[src/rtl/vga_timing_gen.sv]
// VGA raster timing generator: pixel/line counters with registered sync,
// display-enable and line/frame markers, all aligned to the current (x,y).
module vga_timing_gen #(
   parameter int H_ACTIVE = 640,
   parameter int H_FP     = 16,
   parameter int H_SYNC   = 96,
   parameter int H_BP     = 48,
   parameter int V_ACTIVE = 480,
   parameter int V_FP     = 10,
   parameter int V_SYNC   = 2,
   parameter int V_BP     = 33,
   parameter bit HS_POL   = 1'b0,
   parameter bit VS_POL   = 1'b0,
   parameter int CW       = 11,
   parameter int FW       = 8
) (
   input  logic          clk,
   input  logic          rst,
   input  logic          clk_en,
   output logic          h_sync,
   output logic          v_sync,
   output logic          in_display,
   output logic [CW-1:0] x,
   output logic [CW-1:0] y,
   output logic          line_start,
   output logic          frame_start,
   output logic [FW-1:0] frame_cnt
);

   localparam int H_TOTAL = H_ACTIVE + H_FP + H_SYNC + H_BP;
   localparam int V_TOTAL = V_ACTIVE + V_FP + V_SYNC + V_BP;

   generate
      if ((H_ACTIVE < 1) || (H_FP < 1) || (H_SYNC < 1) || (H_BP < 1) ||
          (V_ACTIVE < 1) || (V_FP < 1) || (V_SYNC < 1) || (V_BP < 1)) begin : g_bad_timing
         $error("vga_timing_gen: every timing parameter must be at least 1");
      end
      if (((longint'(1) << CW) < longint'(H_TOTAL)) ||
          ((longint'(1) << CW) < longint'(V_TOTAL))) begin : g_bad_cw
         $error("vga_timing_gen: CW too narrow for H_TOTAL/V_TOTAL");
      end
   endgenerate

   localparam logic [CW-1:0] H_LAST   = CW'(H_TOTAL - 1);
   localparam logic [CW-1:0] V_LAST   = CW'(V_TOTAL - 1);
   localparam logic [CW-1:0] H_VIS    = CW'(H_ACTIVE);
   localparam logic [CW-1:0] V_VIS    = CW'(V_ACTIVE);
   localparam logic [CW-1:0] HS_START = CW'(H_ACTIVE + H_FP);
   localparam logic [CW-1:0] HS_END   = CW'(H_ACTIVE + H_FP + H_SYNC);
   localparam logic [CW-1:0] VS_START = CW'(V_ACTIVE + V_FP);
   localparam logic [CW-1:0] VS_END   = CW'(V_ACTIVE + V_FP + V_SYNC);

   function automatic logic in_window(input logic [CW-1:0] pos,
                                      input logic [CW-1:0] lo,
                                      input logic [CW-1:0] hi);
      return (pos >= lo) && (pos < hi);
   endfunction

   logic          h_end;
   logic          v_end;
   logic [CW-1:0] x_nxt;
   logic [CW-1:0] y_nxt;

   always_comb begin
      h_end = (x == H_LAST);
      v_end = (y == V_LAST);
      x_nxt = h_end ? '0 : x + CW'(1);
      y_nxt = y;
      if (h_end) begin
         y_nxt = v_end ? '0 : y + CW'(1);
      end
   end

   // Outputs are decoded from the next position so they land on the same
   // edge as x/y; v_sync follows y_nxt and therefore only moves at x=0.
   always_ff @(posedge clk or posedge rst) begin
      if (rst) begin
         x           <= '0;
         y           <= '0;
         frame_cnt   <= '0;
         in_display  <= 1'b1;
         line_start  <= 1'b1;
         frame_start <= 1'b1;
         h_sync      <= ~HS_POL;
         v_sync      <= ~VS_POL;
      end else if (clk_en) begin
         x           <= x_nxt;
         y           <= y_nxt;
         if (h_end && v_end) begin
            frame_cnt <= frame_cnt + FW'(1);
         end
         in_display  <= (x_nxt < H_VIS) && (y_nxt < V_VIS);
         line_start  <= (x_nxt == '0);
         frame_start <= (x_nxt == '0) && (y_nxt == '0);
         h_sync      <= in_window(x_nxt, HS_START, HS_END) ? HS_POL : ~HS_POL;
         v_sync      <= in_window(y_nxt, VS_START, VS_END) ? VS_POL : ~VS_POL;
      end
   end

endmodule

[config.mk]
export PLATFORM = sky130hd
export DESIGN_NAME = vga_timing_gen
export DESIGN_NICKNAME = d
export VERILOG_FILES = /design/src/rtl/vga_timing_gen.sv
export SDC_FILE = /design/constraint.sdc
export NUM_CORES = 1
export LEC_CHECK = 0
export ABC_AREA = 0
export CAP_MARGIN = 20
export CORE_UTILIZATION = 40
export DETAILED_ROUTE_END_ITERATION = 10
export PLACE_DENSITY_LB_ADDON = 0.12
export SKIP_CTS_REPAIR_TIMING = 1
export SLEW_MARGIN = 15
export SYNTH_ARGS = -nofsm -noshare
export SYNTH_HDL_FRONTEND = slang
export SYNTH_SLANG_ARGS = --single-unit
export TNS_END_PERCENT = 10
[constraint.sdc]
create_clock -name clk -period 3.24 [get_ports clk]
set_clock_uncertainty 0.15 [all_clocks]
set_input_delay 0.648 -clock clk [delete_from_list [all_inputs] [get_ports clk]]
set_output_delay 0.648 -clock clk [all_outputs]
set_load 0.02 [all_outputs]
; Word level (Yosys, flattened, before mapping)
; Cells that the tools add are included.
[totals]
ram_bits = 0
wordCells = 32
romBits = 0
latchBits = 0
output_inout_bits = 35
mem_count = 0
regBits = 35
[classes]
muxes = 5
reduce_logical = 8
add_sub_neg = 3
mul = 0
shift = 0
bitwise = 0
n_lt_le_gt_ge = 6
eq_ne = 2
div = 0
[ops]
columns = op, count
row1 = $mux 11, 3
row2 = $add 11x1->11 const B, 2
row3 = $eq 11x10->1 const B, 2
row4 = $logic_not 11->1, 2
row5 = $lt 11x10->1 const B, 2
row6 = $lt 11x9->1 const B, 2
row7 = $ge 11x10->1 const B, 1
row8 = $ge 11x9->1 const B, 1
row9 = $add 8x1->8 const B, 1
row10 = $logic_and 1x1->1, 5
row11 = $mux 1, 2
row12 = $reduce_and 2->1, 1

; Depth between registers and ports, before layout
[depth]
depth_word = 6
depth_mapped = 8

; Worst setup path after synthesis
; No wires, ideal clock.
[synth_path]
kind = input port to flip-flop
from = input port clk_en
to = register frame_cnt[7]
setup_ps = 128
n_path_buf = 2
path_stages = 8
t_required_ps = 2962
slack_ps = 560
arrival_time_ps = 2401
cell_sequence = clkbuf_1 -> clkinv_1 -> or4_1 -> clkbuf_1 -> nor2_4 -> and4_1 -> nand3_1 -> xnor2_1
[synth_via]
elab_chain_cells = 1
[synth_rtl]
columns = element, line_no
row1 = from (decl), 19  ; input logic clk_en,
row2 = $reduce_and 2->1 (no source line), -
row3 = to (signal assigned), 90  ; frame_cnt <= frame_cnt + FW'(1);
row4 = to (decl), 27  ; output logic [FW-1:0] frame_cnt
; No other way between the ends.
; A chain may end at the register's enable or synchronous reset.

; Final worst setup path
[layout_path]
from = register x[5]
to = register frame_cnt[7]
[layout_via]
elab_chain_cells = 3
[layout_rtl]
columns = element, line_no
row1 = from (decl), 23  ; output logic [CW-1:0] x,
row2 = from (signal assigned), 87  ; x <= x_nxt;
row3 = $eq 11x10->1, 65  ; h_end = (x == H_LAST);
row4 = $logic_and 1x1->1, 89  ; if (h_end && v_end) begin
row5 = $reduce_and 2->1 (no source line), -
; No other way between the ends.

==> results by stage <==
Pwr:
- The areal power density over the cells is between 500 and 600 nW/µm².
- The clock group share of total power is 28.5%.
- The cell leakage power is ~0.0011 µW.
- The peak ir drop on the vdd network is approximately 0.27 mV.
- The switching power is about 500 µW.
- Combinational logic burns 31.5% of the power.
- The switching portion of total power is 34.24%.
- Internal power comes to approximately 950 µW.
- Sequential cells account for 40.1% of the total power.

CTS:
- The clock net in this run drives a total of 35 sinks.
- Clock latency on the worst-skew pair, taken at its later pin, is 0.29 ns.
- TritonCTS built the clock tree.
- The clock tree synthesis step divided the H-tree into 2 levels.
- The root buffer cell is clkbuf_8.
- The deepest clock path buffer count is 2.
- The CTS buffer count is 5.
- Clock-pin slew was measured on the worst setup and hold paths at ~0.08 ns.

Timing:
- The worst slew margin relative to its limit is 63.95%.
- Once routing completed, OpenROAD measured the worst setup slack at around 0.61 ns.
- The transition time at the pin with the least slew margin is 0.5387 ns.
- The final period utilization is a little over 80%.
- For the final routed database, the setup TNS stands at 0 ns.
- The number of hold-slack violations in the final timing report is 0.
- The final-report setup violation count is 0.
- Setup repair after global routing left no endpoint under its margin.
- The final critical-path required period is about 2.6 ns.
- The final max-slew violation count came to 0.
- The achievable clock frequency is 0.3807 GHz.

Logic synthesis:
- Sequential cells were found to cover about two fifths of the synthesized design area.
- The top cell type by area accounts for approximately a third of the synthesized area.
- The synthesized area divided by synthesized cell count is 8.739 µm².
- Yosys mapped a number of flops with a built-in enable equal to 0.
- The number of synthesis warnings is 0.
- The most used flip-flop cell after synthesis is dfrtp_1.
- The gate count after technology mapping is roughly 260.
- By area the synthesized netlist is led by dfrtp_1 (34%), dfstp_2 (5.9%), xnor2_1 (5.5%), o21ai_0 (4.9%), nand2_1 (4.4%).
- Synthesis inferred 35 register bits.
- The share of synthesized registers carrying an async set or reset is between 90% and 100%.
- The number of distinct library cells after synthesis is 50.
- The dominant cell type by area after synthesis is dfrtp_1.
- Summing every instance area after synthesis gives between 2000 and 2500 µm².
- The number of nets in the synthesized netlist is roughly 260.

Finish:
- The footprint of the flip-flops and latches is slightly below 900 µm².
- The top cell types in the final layout, fill and taps aside, are clkdlybuf4s50_1 (37), dfrtp_1 (30), nand2_1 (26), o21ai_0 (22), xnor2_1 (14).
- The repair_antennas step left the layout with diodes totalling 0.
- The total of fill cells in the finished design is 494.
- The utilization after layout is between 50% and 60%.
- The layout overhead on the synthesized area is 26.95%.
- The non-filler instance count after layout is roughly 360.
- The post-route netlist has between 10% and 20% of its cells at a drive strength greater than 1.
- The library cell used most frequently in the layout, excluding fill and tap cells, is clkdlybuf4s50_1.
- The area taken by multi-input logic gates is roughly 1200 µm².
- The net count reported at finish is roughly 300.

Worst setup path:
- The critical path launch point is x[5]$_DFFE_PP0P_.
- Data on the critical path arrives at its endpoint at 2.65 ns.
- The endpoint identified for the worst register-to-register timing path is frame_cnt[7]$_DFFE_PP0P_.
- The critical path is of the reg -> reg type.
- The worst setup path is launched from a flip-flop.
- The required time reported for the critical path endpoint is roughly 3.3 ns.
- Of all nets on the critical path, the largest fanout is 7.
- The worst setup path is captured at a flip-flop.
- The most critical setup path has its endpoint at frame_cnt[7]$_DFFE_PP0P_.
- The startpoint identified for the worst register-to-register timing path is x[5]$_DFFE_PP0P_.
- The worst reg-to-reg setup slack is between 0.6 and 0.7 ns.
- The path depth of the worst reg2reg path is 6.

Placed design:
- Once placement completed, the tool counted placed cells totaling 355.
- The half-perimeter wire length after placement is ~3700 µm.
- The count of buffers added on input and output ports is 37.
- Prior to clock tree synthesis, the placed netlist has a worst setup slack of roughly 0.29 ns.
- The global placer's final weighted congestion is around 0.85.

Job:
- Across the run, the number of max-cap violations was 0.

Detailed routing:
- The wire length per cell after detailed routing is 14.83 µm.
- After the first detailed-routing iteration, the DRC count stood at roughly 160.
- Dividing the detail-routed via count by the number of cells gives 5.614.
- The final routed wirelength across all metal layers is between 5000 and 6000 µm.
- For this run, the detailed router's first-pass iteration total came to 4.
- The via total after detailed routing is between 2,000 and 2,500.
- For this run, design rule violations remaining after detail routing come to 0.
- In this run the remaining antenna-violating nets after routing total 0.

GRT:
- The pin count of the biggest net entering global routing is 36.
- The final global-route overflow total is 0.
- The global-route wire length before repair is between 8000 and 9000 µm.
- The number of antenna violations at the first check in global routing came to 0.
- The total global-route track usage is 19.15%.
- The number of global-route vias before repair is 1,775.

Floorplanning:
- The standard cell core area is ~5200 µm².
- The number of top-level pins is 38.
- The die is 76.64 µm wide.
- The floorplan step defined a die boundary enclosing 5874 µm².
- The starting density of the core is a little over two fifths.
- The floorplan step set the die height to approximately 77 µm.
- The number of placement rows is 26.

Status:
- The run finished with clean final reports.

Min path:
- The worst hold-check path type is reg -> reg.
==> sequential cells by signal, summed over array words and instances (netlist names) <==
name and cells:
v_sync 1, frame_cnt 8, frame_start 1, line_start 1, x 11, y 11, h_sync 1, in_display 1
==> synthesized netlist by cell type, drive strengths merged (6+ instances only) <==
| library cell | instances |
|---|---|
| and3 | 6 |
| nand4 | 12 |
| nor3 | 7 |
| nand2 | 26 |
| clkbuf | 16 |
| nor2 | 14 |
| a21oi | 9 |
| nor4 | 6 |
| xnor2 | 14 |
| nand3 | 13 |
| xor2 | 9 |
| o21ai | 22 |
| dfrtp | 30 |
| inv | 6 |
==> worst min-delay path by stage <==
stage | from | depth (start not counted) | slack (ns) | endpoint
floorplan | line_start$_DFFE_PP1P_ | 2 | 0.35 | line_start$_DFFE_PP1P_
CTS | line_start$_DFFE_PP1P_ | 2 | 0.33 | line_start$_DFFE_PP1P_
global placement | line_start$_DFFE_PP1P_ | 2 | 0.31 | line_start$_DFFE_PP1P_
global route | frame_cnt[7]$_DFFE_PP0P_ | 1 | 0.35 | frame_cnt[7]$_DFFE_PP0P_
finish | line_start$_DFFE_PP1P_ | 2 | 0.32 | line_start$_DFFE_PP1P_
detailed placement | frame_cnt[7]$_DFFE_PP0P_ | 1 | 0.31 | frame_cnt[7]$_DFFE_PP0P_
==> critical path, cell delays in order (launching register included) <==
cell	delay, ns
dfrtp_1	0.38
or4_4	0.59
or4_1	0.66
nor2_4	0.24
and4_1	0.25
nand3_1	0.10
xnor2_1	0.13
==> logic make-up after synthesis <==
family                   Yosys count  synth area share [%]
XOR/XNOR                          23                 9.040
buffers and inverters             25                 4.323
flip-flops                        35                 39.58
AND/OR/NAND/NOR                  105                 25.83
adder cells (fa/ha/maj)            4                 2.246
multiplexers                       4                 1.965
AO/OA/AOI/OAI                     59                 17.01
==> metal layers <==
layer	global-route usage (%)	share of wire [%]
met5	0	0
met4	4.615	0.50
met3	4.551	4.5
met2	28.20	44
met1	28.00	51
==> layout make-up <==
cell class / count / area share (%)
Multi-Input combinational cell: 195 / 44.18
Sequential cell: 35 / 31.18
Timing Repair Buffer: 48 / 16.45
Tap cell: 70 / 3.096
Clock buffer: 6 / 2.919
Clock inverter: 2 / 1.238
Inverter: 7 / 0.9288
==> metrics by stage <==
stage,hold WS [ns],cell area (µm²),total power (µW)
after floorplan,0.3510,2228,872.9
after global placement,0.3135,2711,1036
after detailed placement,0.3117,2711,1043
after CTS,0.3261,2829,1462
after global routing,0.3521,2829,1529
final,0.3204,2829,1450
==> power by group through the flow <==
stage / registers, µW / logic, µW / clock network [µW]
4_1_cts: 580 / 457 / 426
6_report: 581 / 457 / 413
5_1_grt: 593 / 492 / 444
3_3_place_gp: 586 / 449 / 0
3_5_place_dp: 588 / 455 / 0
2_1_floorplan: 606 / 267 / 0
Note: power is estimated with default switching activity, not from simulation.
